===== src/rtl/xoodoo_perm_ctrl.sv =====
// Iterative 12-round Xoodoo permutation: a 384-bit state register stepped through
// ROUNDS_PER_CYCLE combinational rounds per clock, with valid/ready in and out.

// Round-constant generator. The 6-bit state is {p[2:0], s[2:0]} and the constant is
// the odd value (2*p+1) placed at bit offset s. 6'b101011 yields 32'h58, the first constant.
module xoodoo_rc (
  input  logic [5:0]  rc_state,
  output logic [31:0] rc,
  output logic [5:0]  rc_state_next
);

  logic [2:0] p;
  logic [2:0] s;

  assign p  = rc_state[5:3];
  assign s  = rc_state[2:0];
  assign rc = {28'd0, p, 1'b1} << s;

  // Twelve-step cycle; any state outside it falls back to the first constant.
  always_comb begin
    rc_state_next = 6'b101011;
    case (rc_state)
      6'b101011: rc_state_next = 6'b011011; // 058 -> 038
      6'b011011: rc_state_next = 6'b111110; // 038 -> 3C0
      6'b111110: rc_state_next = 6'b110100; // 3C0 -> 0D0
      6'b110100: rc_state_next = 6'b100101; // 0D0 -> 120
      6'b100101: rc_state_next = 6'b010010; // 120 -> 014
      6'b010010: rc_state_next = 6'b001101; // 014 -> 060
      6'b001101: rc_state_next = 6'b101010; // 060 -> 02C
      6'b101010: rc_state_next = 6'b011111; // 02C -> 380
      6'b011111: rc_state_next = 6'b111100; // 380 -> 0F0
      6'b111100: rc_state_next = 6'b110101; // 0F0 -> 1A0
      6'b110101: rc_state_next = 6'b100001; // 1A0 -> 012
      6'b100001: rc_state_next = 6'b101011; // 012 -> 058
      default:   rc_state_next = 6'b101011;
    endcase
  end

endmodule

// One Xoodoo round. Lane (plane y, column x) lives at bits [32*(4*y+x) +: 32].
module xoodoo_round (
  input  logic [383:0] state_in,
  input  logic [31:0]  rc,
  output logic [383:0] state_out
);

  function automatic logic [31:0] rotl(input logic [31:0] v, input int n);
    return (v << n) | (v >> (32 - n));
  endfunction

  logic [31:0] a [3][4];
  logic [31:0] w [3][4];
  logic [31:0] c [3][4];
  logic [31:0] p [4];
  logic [31:0] e [4];

  always_comb begin
    for (int y = 0; y < 3; y++) begin
      for (int x = 0; x < 4; x++) begin
        a[y][x] = state_in[32*(4*y+x) +: 32];
      end
    end
    // theta: column parity folded back from the neighbouring column
    for (int x = 0; x < 4; x++) begin
      p[x] = a[0][x] ^ a[1][x] ^ a[2][x];
    end
    for (int x = 0; x < 4; x++) begin
      e[x] = rotl(p[(x+3)%4], 5) ^ rotl(p[(x+3)%4], 14);
    end
    // rho-west merged with theta; plane 1 moves one column, plane 2 rotates by 11
    for (int x = 0; x < 4; x++) begin
      w[0][x] = a[0][x] ^ e[x];
      w[1][x] = a[1][(x+3)%4] ^ e[(x+3)%4];
      w[2][x] = rotl(a[2][x] ^ e[x], 11);
    end
    w[0][0] = w[0][0] ^ rc;
    for (int y = 0; y < 3; y++) begin
      for (int x = 0; x < 4; x++) begin
        c[y][x] = w[y][x] ^ (~w[(y+1)%3][x] & w[(y+2)%3][x]);
      end
    end
    // rho-east
    state_out = '0;
    for (int x = 0; x < 4; x++) begin
      state_out[32*x     +: 32] = c[0][x];
      state_out[32*(4+x) +: 32] = rotl(c[1][x], 1);
      state_out[32*(8+x) +: 32] = rotl(c[2][(x+2)%4], 8);
    end
  end

endmodule

// ROUNDS chained rounds, each pulling its constant from the running rc state.
module xoodoo_n_rounds #(
  parameter int ROUNDS = 2
) (
  input  logic [383:0] state_in,
  input  logic [5:0]   rc_state_in,
  output logic [383:0] state_out,
  output logic [5:0]   rc_state_out
);

  logic [383:0] st  [ROUNDS+1];
  logic [5:0]   rs  [ROUNDS+1];
  logic [31:0]  rcv [ROUNDS];

  assign st[0] = state_in;
  assign rs[0] = rc_state_in;

  for (genvar i = 0; i < ROUNDS; i++) begin : g_round
    xoodoo_rc u_rc (
      .rc_state      (rs[i]),
      .rc            (rcv[i]),
      .rc_state_next (rs[i+1])
    );
    xoodoo_round u_round (
      .state_in  (st[i]),
      .rc        (rcv[i]),
      .state_out (st[i+1])
    );
  end

  assign state_out    = st[ROUNDS];
  assign rc_state_out = rs[ROUNDS];

endmodule

module xoodoo_perm_ctrl #(
  parameter int         ROUNDS_PER_CYCLE = 2,
  parameter int         NUM_ROUNDS       = 12,
  parameter logic [5:0] RC_INIT          = 6'b101011
) (
  input  logic         clk,
  input  logic         rst,
  input  logic [383:0] din,
  input  logic         din_valid,
  output logic         din_ready,
  output logic [383:0] dout,
  output logic         dout_valid,
  input  logic         dout_ready,
  output logic         busy,
  output logic [3:0]   round_idx
);

  localparam int         ITER     = NUM_ROUNDS / ROUNDS_PER_CYCLE;
  localparam logic [3:0] CNT_LAST = 4'(ITER - 1);

  typedef enum logic [1:0] {
    S_IDLE = 2'd0,
    S_RUN  = 2'd1,
    S_DONE = 2'd2
  } fsm_t;

  fsm_t         fsm;
  fsm_t         fsm_next;
  logic [383:0] state_reg;
  logic [5:0]   rc_reg;
  logic [3:0]   cnt;
  logic         load;
  logic [383:0] nr_state;
  logic [5:0]   nr_rc;

  xoodoo_n_rounds #(
    .ROUNDS (ROUNDS_PER_CYCLE)
  ) u_n_rounds (
    .state_in     (state_reg),
    .rc_state_in  (rc_reg),
    .state_out    (nr_state),
    .rc_state_out (nr_rc)
  );

  // Handshakes: a word moves on any rising edge where valid and ready are both 1.
  // din_ready never depends on din_valid; dout/dout_valid hold until dout_ready.
  // In DONE, popping the result frees the register, so a new din loads on the same edge.
  always_comb begin
    fsm_next  = fsm;
    din_ready = 1'b0;
    load      = 1'b0;
    case (fsm)
      S_IDLE: begin
        din_ready = ~rst;
        if (din_valid && !rst) begin
          load     = 1'b1;
          fsm_next = S_RUN;
        end
      end
      S_RUN: begin
        if (cnt == CNT_LAST) fsm_next = S_DONE;
      end
      S_DONE: begin
        din_ready = dout_ready;
        if (dout_ready) begin
          if (din_valid) begin
            load     = 1'b1;
            fsm_next = S_RUN;
          end else begin
            fsm_next = S_IDLE;
          end
        end
      end
      default: fsm_next = S_IDLE;
    endcase
  end

  always_ff @(posedge clk or posedge rst) begin
    if (rst) fsm <= S_IDLE;
    else     fsm <= fsm_next;
  end

  always_ff @(posedge clk or posedge rst) begin
    if (rst) begin
      state_reg <= '0;
      rc_reg    <= RC_INIT;
      cnt       <= '0;
    end else if (load) begin
      state_reg <= din;
      rc_reg    <= RC_INIT;
      cnt       <= '0;
    end else if (fsm == S_RUN) begin
      state_reg <= nr_state;
      rc_reg    <= nr_rc;
      if (cnt != CNT_LAST) cnt <= cnt + 4'd1;
    end
  end

  assign dout       = state_reg;
  assign dout_valid = (fsm == S_DONE);
  assign busy       = (fsm == S_RUN);
  assign round_idx  = busy ? cnt : 4'd0;

endmodule


===== config.mk =====
export PLATFORM = sky130hd
export DESIGN_NAME = xoodoo_perm_ctrl
export DESIGN_NICKNAME = d
export VERILOG_FILES = /design/src/rtl/xoodoo_perm_ctrl.sv
export SDC_FILE = /design/constraint.sdc
export NUM_CORES = 2
export LEC_CHECK = 0
export BUFFER_PORTS_ARGS = -buffer_cell sky130_fd_sc_hd__buf_2
export CELL_PAD_IN_SITES_DETAIL_PLACEMENT = 0
export CELL_PAD_IN_SITES_GLOBAL_PLACEMENT = 1
export CORE_MARGIN = 5
export CORE_UTILIZATION = 25
export CTS_CLUSTER_DIAMETER = 150
export DETAILED_ROUTE_END_ITERATION = 10
export PLACE_DENSITY = 0.6
export RECOVER_POWER = 50
export SKIP_CTS_REPAIR_TIMING = 1
export SYNTH_ARGS = -nofsm -noshare
export SYNTH_HDL_FRONTEND = slang
export SYNTH_SLANG_ARGS = --single-unit

===== constraint.sdc =====
create_clock -name clk -period 38.1 [get_ports clk]
set_clock_uncertainty 0.05 [all_clocks]
set_input_delay 5.715 -clock clk [delete_from_list [all_inputs] [get_ports clk]]
set_output_delay 5.715 -clock clk [all_outputs]
set_load 0.03 [all_outputs]

==> results.json <==
{
  "grtUsageTotal": 0.3685,
  "synth_flop_cell": "dfrtp_1",
  "antenna_left": 0,
  "drt_iter0_drc": 6399,
  "rows": 167,
  "yosys_warnings": 0,
  "core-area_um2": 207300,
  "finalWorstSetupSlack_ns": 22.91,
  "final_common_cell": "xnor3_1",
  "ys_seq_area_frac": 0.1904,
  "synth_seq_cells": 396,
  "final_cell_mix": "xnor3_1, xnor2_1, buf_2",
  "tightestPinTransition_ns": 7.028,
  "slowest_stage": "clkbuf_1",
  "die_h_um": 466.4,
  "crit_path_end_kind": "async pin",
  "design.die.area_um2": 217600,
  "r2r_cells": 8,
  "async_reset_ff_frac": 1.000,
  "holdCritPathClass": "reg2reg",
  "placed_area_um2": 60680,
  "crit_required_ns": 37.11,
  "stdcell_area_um2": 62290,
  "overflow": 0,
  "hold_viol": 0,
  "cpMostUsedCell": "clkbuf_1",
  "slew_headroom": -3.685,
  "crit_chain": "clkbuf_1 > clkinvlp_2 > clkbuf_1",
  "place_ws_ns": 25.79,
  "largest_reg_flops": 384,
  "fin_cells": 8136,
  "holdPathEnd": "cnt[3]",
  "setup_viol": 0,
  "dp.cells": 8024,
  "worstSetupStartpoint": "rst",
  "critPathTopFamily": "buffers and inverters",
  "syn-cell-area_um2": 52080,
  "synth_area_per_cell_um2": 11.77,
  "gp_congestion": 1.055,
  "worstPathMaxFanout": 108,
  "dieWidth_um": 466.4,
  "avgViaCountPerCell": 5.627,
  "post-route-drc-count": 0,
  "yosysUniqueCellTypes": 70,
  "drv_slew": 479,
  "detail_route.wl_per_cell_um": 51.14,
  "status": "finished, violations left",
  "maxCapViolCount": 9,
  "portBuffers": 778,
  "slowest_delay_ns": 5.02,
  "critPathKind": "in2async",
  "min_period_ns": 15.19,
  "antenna_found_initial": 42,
  "grt_pass1_vias": 42150,
  "cts.path.max_buffers": 3,
  "min_period_over_period": 0.3988,
  "critical_path_arrival_ns": 14.21,
  "grt_first_pass_wirelength_mm": 506.0,
  "clock_latency_ns": 0.72,
  "synth.net_count": 4816,
  "start_kind": "input pin",
  "finalWirelength_mm": 416.1,
  "synthCells": 4426,
  "io_pins": 779,
  "numCtsBuffers": 54,
  "r2r_end": "dout[263]",
  "reg2reg_setup_slack_ns": 31.65,
  "max_freq_mhz": 65.81,
  "routed-via-count": 45780,
  "first_pass_iters": 5,
  "grt_max_degree": 133,
  "cts_root_buffer": "clkbuf_16",
  "rsz0062_at_grt": "false",
  "cts_tree": "yes",
  "dp_hpwl_mm": 355.9,
  "finalNetCount": 5682,
  "setup-tns-final_ns": 0,
  "path_buf_inv": 3,
  "hold_path_depth": 2,
  "numClockSinks": 396,
  "drive_above_1_share": 0.1875,
  "synth_edf_count": 0,
  "syn2layout_area_growth_pct": 19.59,
  "initial_core_util": 0.2513,
  "worstHoldStart": "cnt[3]",
  "clk_pin_slew_ns": 0.06,
  "violations": "capacitance limit, slew limit",
  "htreeDepth": 2,
  "rr_startpoint": "dout[34]"
}
==> kinds of logic (layout without fill, tap and decap cells) <==
family	count (synthesis)	in the layout	synth area share
xor gates and xnor gates	1853	1853	0.5783
and+or+nand+nor	1133	1133	0.1123
AOI/OAI and AO/OA	813	813	0.1007
DFF	396	396	0.1904
buffers and inverters	222	1130	0.01650
muxes	7	7	0.001345
adders and majority gates	2	2	0.0004804
other	0	14	0
==> cell usage after synthesis, types with 5 or more instances <==
| library cell | instances | area, µm² |
|---|---|---|
| clkbuf_1 | 164 | 615.6 |
| a22oi_1 | 40 | 300.3 |
| a211oi_1 | 90 | 675.7 |
| xor3_1 | 131 | 3114 |
| xnor3_2 | 46 | 1094 |
| nor4_1 | 88 | 550.5 |
| xor3_2 | 70 | 1752 |
| nor3_1 | 202 | 1011 |
| mux2i_1 | 7 | 70.07 |
| nor2_1 | 227 | 852.1 |
| xnor2_1 | 605 | 5299 |
| nand3_1 | 14 | 70.07 |
| and4_1 | 61 | 534.3 |
| o21ai_1 | 12 | 60.06 |
| xor2_2 | 15 | 244.0 |
| xnor3_1 | 697 | 15700 |
| and3_1 | 19 | 118.9 |
| o21a_1 | 9 | 67.56 |
| nand4_1 | 11 | 68.82 |
| a21oi_1 | 199 | 996.0 |
| nand2_1 | 257 | 964.7 |
| o22ai_1 | 338 | 2115 |
| nand3b_1 | 5 | 37.54 |
| o21ai_0 | 31 | 155.2 |
| o211ai_1 | 6 | 45.04 |
| and2_1 | 9 | 56.30 |
| o211a_1 | 58 | 580.6 |
| nand2b_1 | 89 | 556.8 |
| buf_2 | 15 | 75.07 |
| nor4b_1 | 18 | 157.7 |
| inv_1 | 38 | 142.6 |
| xor2_1 | 248 | 2172 |
| xnor2_2 | 34 | 553.0 |
| dfrtp_1 | 392 | 9809 |
| nor2b_1 | 114 | 713.2 |
==> layer usage <==
layer	part of all wire	global-route usage	up-vias
met5	0.00029	0	-
met4	0.088	0.2584	16
met3	0.081	0.06685	642
met2	0.42	0.5441	3045
met1	0.41	0.4873	24090
li1	-	-	17990
==> worst register-to-register path: cells and delay by family, from the launching register on <==
| kind | cells | cell delay, ns |
|---|---|---|
| XOR/XNOR | 6 | 5.37 |
| flip-flops | 1 | 0.50 |
| AND/OR/NAND/NOR | 1 | 0.22 |
| AO/OA/AOI/OAI | 1 | 0.16 |
==> through the flow <==
step / utilization / hold slack [ns]
finish: 0.3005 / 0.5165
global route: 0.3004 / 0.5583
CTS: 0.3024 / 0.5204
detailed placement: 0.2927 / 0.5009
global placement: 0.2927 / 0.5053
floorplan: - / 0.4593
==> worst max path at each step <==
stage / slack, ns / cells after the start / endpoint
2_1_floorplan: 21.31 / 1 / cnt[0]
3_3_place_gp: 25.72 / 5 / din_ready
3_5_place_dp: 25.79 / 5 / din_ready
4_1_cts: 25.78 / 5 / din_ready
5_1_grt: 21.30 / 3 / dout[251]
6_report: 22.91 / 3 / dout[219]
==> area by class of cell <==
type                    instances  area (µm²)
clock inverters                23       390.4
clock buffers                  75        1604
fillers                     21620      145000
diodes                         14       35.03
multi-input cells            3808       41560
inverters                      39       155.1
repair buffers                993        5135
well taps                    2788        3488
flip-flops and latches        396        9915
Power is not shown: default switching activity piles up to over one toggle a cycle in this logic, so the estimate is an artifact.
